$ cat config.mk
export PLATFORM = sky130hd
export DESIGN_NAME = bit_bbox_detector
export DESIGN_NICKNAME = d
export VERILOG_FILES = /design/src/rtl/bit_bbox_detector_pkg.sv /design/src/rtl/bit_frame_timing.sv /design/src/rtl/bit_bbox_detector.sv
export SDC_FILE = /design/constraint.sdc
export NUM_CORES = 1
export LEC_CHECK = 0
export ABC_CLOCK_PERIOD_IN_PS = 8300
export CAP_MARGIN = 40
export CELL_PAD_IN_SITES_DETAIL_PLACEMENT = 1
export CELL_PAD_IN_SITES_GLOBAL_PLACEMENT = 1
export CORE_MARGIN = 2
export CORE_UTILIZATION = 46
export CTS_BUF_LIST = sky130_fd_sc_hd__clkbuf_8
export CTS_CLUSTER_DIAMETER = 100
export DETAILED_ROUTE_END_ITERATION = 12
export PLACE_DENSITY = 0.87
export SETUP_SLACK_MARGIN = 0.5
export SYNTH_ARGS = -nofsm -noshare
export SYNTH_HDL_FRONTEND = slang
export SYNTH_SLANG_ARGS = --single-unit
$ cat constraint.sdc
create_clock -name clk -period 8.3 [get_ports clk]
set_clock_uncertainty 0.2 [all_clocks]
set_input_delay 2.075 -clock clk [delete_from_list [all_inputs] [get_ports clk]]
set_output_delay 2.075 -clock clk [all_outputs]
set_load 0.02 [all_outputs]
$ cat src/rtl/bit_bbox_detector_pkg.sv
// Shared definitions for the binary-image bounding-box detector: coordinate width,
// FSM encoding, overlay gray level and a saturating coordinate increment.
package bit_bbox_detector_pkg;

    localparam int COORD_W = 11;
    localparam logic [COORD_W-1:0] COORD_MAX = 11'h7FF;
    localparam logic [7:0] OVERLAY_GRAY = 8'h80;

    typedef enum logic [1:0] {
        IDLE  = 2'd0,
        FRAME = 2'd1,
        DONE  = 2'd2
    } bbox_state_t;

    function automatic logic [COORD_W-1:0] coord_sat_inc(input logic [COORD_W-1:0] v);
        return (v == COORD_MAX) ? v : v + COORD_W'(1);
    endfunction

endpackage

$ cat src/rtl/bit_frame_timing.sv
// Frame/line edge detection plus saturating pixel (x) and line (y) counters.
// Edges are combinational from the registered copies; x/y describe the current input pixel.
module bit_frame_timing
    import bit_bbox_detector_pkg::*;
(
    input  logic               clk,
    input  logic               rst,
    input  logic               vsync,
    input  logic               href,
    output logic               frame_start,
    output logic               frame_end,
    output logic [COORD_W-1:0] x,
    output logic [COORD_W-1:0] y
);

    logic               vsync_d;
    logic               href_d;
    logic               armed;
    logic               line_end;
    logic [COORD_W-1:0] x_cnt;
    logic [COORD_W-1:0] y_cnt;

    // armed blocks a false rising edge when vsync is already high as reset releases
    assign frame_start = vsync & ~vsync_d & armed;
    assign frame_end   = ~vsync & vsync_d;
    assign line_end    = ~href & href_d;

    assign x = x_cnt;
    assign y = frame_start ? '0 : y_cnt;

    always_ff @(posedge clk or posedge rst) begin
        if (rst) begin
            vsync_d <= 1'b0;
            href_d  <= 1'b0;
            armed   <= 1'b0;
            x_cnt   <= '0;
            y_cnt   <= '0;
        end else begin
            vsync_d <= vsync;
            href_d  <= href;
            armed   <= armed | ~vsync;
            x_cnt   <= href ? coord_sat_inc(x_cnt) : '0;
            if (frame_start)
                y_cnt <= '0;
            else if (line_end)
                y_cnt <= coord_sat_inc(y_cnt);
        end
    end

endmodule

$ cat src/rtl/bit_bbox_detector.sv
// Per-frame bounding box and foreground count of a binary image; video forwarded 1 clk late.
// Optional rectangle overlay on the forwarded gray is built only with BIT_BBOX_OVERLAY_EN.
module bit_bbox_detector
    import bit_bbox_detector_pkg::*;
#(
    parameter logic [10:0] IMG_HDISP = 11'd640,
    parameter logic [10:0] IMG_VDISP = 11'd480,
    parameter int          CNT_W     = 20
) (
    input  logic               clk,
    input  logic               rst,
    input  logic               per_frame_vsync,
    input  logic               per_frame_href,
    input  logic               per_img_Bit,
    output logic               post_frame_vsync,
    output logic               post_frame_href,
    output logic [7:0]         post_img_Gray,
    output logic [10:0]        box_xmin,
    output logic [10:0]        box_xmax,
    output logic [10:0]        box_ymin,
    output logic [10:0]        box_ymax,
    output logic [CNT_W-1:0]   box_pixel_cnt,
    output logic               box_valid,
    output logic               frame_done
);

    localparam logic [CNT_W-1:0] CNT_MAX = '1;

    logic               frame_start;
    logic               frame_end;
    logic [COORD_W-1:0] x;
    logic [COORD_W-1:0] y;

    bit_frame_timing u_timing (
        .clk         (clk),
        .rst         (rst),
        .vsync       (per_frame_vsync),
        .href        (per_frame_href),
        .frame_start (frame_start),
        .frame_end   (frame_end),
        .x           (x),
        .y           (y)
    );

    bbox_state_t state, state_nxt;

    always_ff @(posedge clk or posedge rst) begin
        if (rst) state <= IDLE;
        else     state <= state_nxt;
    end

    always_comb begin
        state_nxt = state;
        case (state)
            IDLE:    if (frame_start) state_nxt = FRAME;
            FRAME:   if (frame_end)   state_nxt = DONE;
            DONE:    state_nxt = frame_start ? FRAME : IDLE;
            default: state_nxt = IDLE;
        endcase
    end

    logic pix_ok;
    logic init;
    logic acc;

    assign pix_ok = per_frame_href & per_img_Bit & (x < IMG_HDISP) & (y < IMG_VDISP);
    // a frame can only begin outside FRAME; the opening pixel seeds the extent directly
    assign init   = frame_start & (state != FRAME);
    assign acc    = pix_ok & (state == FRAME);

    logic [COORD_W-1:0] xmin_w, xmax_w, ymin_w, ymax_w;
    logic [CNT_W-1:0]   cnt_w;
    logic               any_w;

    always_ff @(posedge clk or posedge rst) begin
        if (rst) begin
            xmin_w <= COORD_MAX;
            xmax_w <= '0;
            ymin_w <= COORD_MAX;
            ymax_w <= '0;
            cnt_w  <= '0;
            any_w  <= 1'b0;
        end else if (init) begin
            xmin_w <= pix_ok ? x : COORD_MAX;
            xmax_w <= pix_ok ? x : '0;
            ymin_w <= pix_ok ? y : COORD_MAX;
            ymax_w <= pix_ok ? y : '0;
            cnt_w  <= pix_ok ? CNT_W'(1) : '0;
            any_w  <= pix_ok;
        end else if (acc) begin
            if (x < xmin_w) xmin_w <= x;
            if (x > xmax_w) xmax_w <= x;
            if (y < ymin_w) ymin_w <= y;
            if (y > ymax_w) ymax_w <= y;
            if (cnt_w != CNT_MAX) cnt_w <= cnt_w + CNT_W'(1);
            any_w <= 1'b1;
        end
    end

    // results appear together with the frame_done pulse, one clk after DONE
    always_ff @(posedge clk or posedge rst) begin
        if (rst) begin
            box_xmin      <= '0;
            box_xmax      <= '0;
            box_ymin      <= '0;
            box_ymax      <= '0;
            box_pixel_cnt <= '0;
            box_valid     <= 1'b0;
            frame_done    <= 1'b0;
        end else begin
            frame_done <= (state == DONE);
            if (state == DONE) begin
                box_valid     <= any_w;
                box_xmin      <= any_w ? xmin_w : '0;
                box_xmax      <= any_w ? xmax_w : '0;
                box_ymin      <= any_w ? ymin_w : '0;
                box_ymax      <= any_w ? ymax_w : '0;
                box_pixel_cnt <= any_w ? cnt_w  : '0;
            end
        end
    end

    logic [7:0] gray_nxt;

`ifdef BIT_BBOX_OVERLAY_EN
    logic on_vedge;
    logic on_hedge;

    assign on_vedge = ((x == box_xmin) || (x == box_xmax)) && (y >= box_ymin) && (y <= box_ymax);
    assign on_hedge = ((y == box_ymin) || (y == box_ymax)) && (x >= box_xmin) && (x <= box_xmax);
    assign gray_nxt = (box_valid && per_frame_href && (on_vedge || on_hedge)) ?
                      OVERLAY_GRAY : {8{per_img_Bit}};
`else
    assign gray_nxt = {8{per_img_Bit}};
`endif

    always_ff @(posedge clk or posedge rst) begin
        if (rst) begin
            post_frame_vsync <= 1'b0;
            post_frame_href  <= 1'b0;
            post_img_Gray    <= '0;
        end else begin
            post_frame_vsync <= per_frame_vsync;
            post_frame_href  <= per_frame_href;
            post_img_Gray    <= gray_nxt;
        end
    end

endmodule

==> out/qor.yml <==
slew_violations: 0
drt_iter0_markers: 390
timing.setup.tns_ns: 0
utilization: 0.544
muxShareOfSynthArea: 0.0281
routed_wl_mm: 20.6
fin_crit_ns: 5.20
ioPinCount: 81
synth_top_family_by_area: "simple AND/OR/NAND/NOR gates"
cts_root_buffer: "clkbuf_8"
syn_area_mm2: 0.00793
hold_viol: 0
critPathLaunch: "per_frame_vsync"
worstMarginPinSlew_ns: 0.908
critical_path_class: "in2reg"
ant_nets: 0
p_total_mw: 2.12
seq_area_frac_synth: 0.505
netlist.area_leader.share: 0.432
grt_setup_unrepaired: "no"
max-cap-violations: 0
portBuffers: 80
nets: 938
cts.clk_slew.worst_paths_ns: 0.08
n_antenna_cell: 0
synth-compound-area-share: 0.124
grt_overflow: 0
hold_buffers: 0
via_per_inst: 5.49
layout-area-overhead-vs-synth_pct: 17.0
r2r_cells: 10
end_kind: "flop"
critPathMaxStageDelay_ns: 0.64
final_cell_mix: "nand2_1, dfrtp_1, clkdlybuf4s50_1, o21ai_0, inv_1"
slowest_stage: "clkdlybuf4s50_1"
crit_fanout: 15
cp.arrival_ns: 5.37
cpMostUsedCell: "nand2_1"
finalCritPeriodShare: 0.626
coreArea_mm2: 0.0171
synthSimpleGateAreaFrac: 0.191
drc: 0
synthCells: 826
synthAdderAreaFrac: 0.0647
setup_violations: 0
clk_latency_ns: 0.47
cp.required_ns: 8.48
vias: 6199
dp.cells: 1098
initial_core_util: 0.465
htree_levels: 4
grt_start_max_net_pins: 90
syn-num-nets: 872
post_cts_resized: 0
final_common_cell: "nand2_1"
drive_gt1_frac: 0.0928
start_kind: "input pin"
synth_largest_area_cell: "dfrtp_1"
synth_edf_count: 0
track_usage: 0.239
ys_ff_latch: 159
p_per_area_mw_per_mm2: 228
antenna_found_initial: 0
cts_tree: "built"
rows: 48
cts_sinks: 159
yosysWarnings: 0
gp_congestion: 0.905
fmax_mhz: 192
post_drt_wl_per_cell_um: 18.2
leakage_nw: 4.13
synth_cell_type_count: 69
hold_path.class: "reg2reg"
grt_pass1_wl_mm: 34.5
ys_top_cells_by_area: "dfrtp_1, nand2_1, dfstp_2"
worstPathCellList: "clkdlybuf4s50_1 > nand3b_2 > nand2_1 > inv_1 > ha_1 > a21boi_0 > a31oi_1 > o311ai_1 > buf_4 > nand2_1 > o211ai_1"
slew_headroom: 0.393
status: "finished clean"
synth_area_per_cell_um2: 9.60
nFillCells: 1955
die_w_um: 135
dieArea_mm2: 0.0183
numCtsBuffers: 17
cts_setup_buffers: 0
r2r_start: "u_timing.vsync_d"
firstDrtPassIters: 4
whs_path_depth: 2
hold_slack_ns: 0.284
ys.flop_type: "dfrtp_1"
die_h_um: 135
synth-xor-area-share: 0.0376
first_global_vias: 6671
stdcell_count: 1130
min_from: "box_ymin[3]"
ir_worst_vdd_uv: 120
dp_hpwl_mm: 14.4
cts_max_path_buffers: 2
synthArstFlopShare: 1.00
==> sequential cells by signal, indices dropped and copies added (netlist names), 2 cells and up <==
| name | count |
|---|---|
| xmax_w | 11 |
| u_timing.y_cnt | 11 |
| u_timing.x | 11 |
| state | 2 |
| ymax_w | 11 |
| box_xmin | 11 |
| box_ymax | 11 |
| box_xmax | 11 |
| xmin_w | 11 |
| box_pixel_cnt | 20 |
| cnt_w | 20 |
| box_ymin | 11 |
| ymin_w | 11 |
==> Yosys cell counts, drive strengths merged, types with 5 or more instances <==
cell type  number
nand2         188
a22o           12
clkbuf         28
and4            7
inv            49
dfstp          22
ha             41
and2           10
buf            15
a21oi           9
nand4          11
o211ai         12
xnor2          15
dfrtp         137
o21ai          83
nand3          17
a31oi           5
nor2           49
nor3            9
and3            9
xor2           19
mux2i          20
==> worst max-delay path: cells and delay by family <==
kind / cells / cell delay, ns
buf+inv: 3 / 1.01
simple gates: 3 / 0.76
compound gates: 4 / 1.21
fa+ha+maj: 1 / 0.31
==> path summary, 6_finish.rpt <==
kind,slack [ns],to
max reg2reg,4.82,ymin_w[0]
min in group asynchronous,1.94,cnt_w[13]
min reg2reg,0.28,box_ymin[3]
max in group asynchronous,4.77,post_img_Gray[0]
max,3.10,ymin_w[0]
min,0.28,box_ymin[3]
==> final cells by class <==
| class | count | area [µm²] | share of cell area |
|---|---|---|---|
| clock inverters | 12 | 73.8 | 0.00796 |
| flip-flops and latches | 159 | 4010 | 0.432 |
| repair buffers | 90 | 908 | 0.0979 |
| clock buffers | 20 | 275 | 0.0297 |
| inverters | 49 | 189 | 0.0204 |
| multi-input cells | 575 | 3540 | 0.382 |
| well taps | 225 | 282 | 0.0304 |
==> power by group <==
part | internal (mW) | total (mW) | switching (mW) | leakage (nW)
registers | 0.910 | 1.01 | 0.0989 | 2.10
clock network | 0.226 | 0.519 | 0.293 | 0.180
logic | 0.245 | 0.590 | 0.345 | 1.85
total | 1.38 | 2.12 | 0.737 | 4.13
==> layer usage <==
metal / track usage / wire [µm]
met5: 0 / 0
met1: 0.308 / 9130
met3: 0.0363 / 667
met2: 0.414 / 10400
met4: 0.0787 / 365
==> cell families after synthesis <==
group	after synthesis
xor+xnor	34
compound gates	152
mux	22
buf+inv	92
simple gates	326
flops	159
fa+ha+maj	41
==> through the flow <==
stage	setup slack (ns)	cell area [µm²]
after detailed placement	2.83	8920
after floorplan	1.77	7930
after global placement	2.63	8870
final	3.10	9270
after CTS	3.20	9270
after global routing	2.98	9270
No activity file was read; power rests on OpenSTA's default activity.
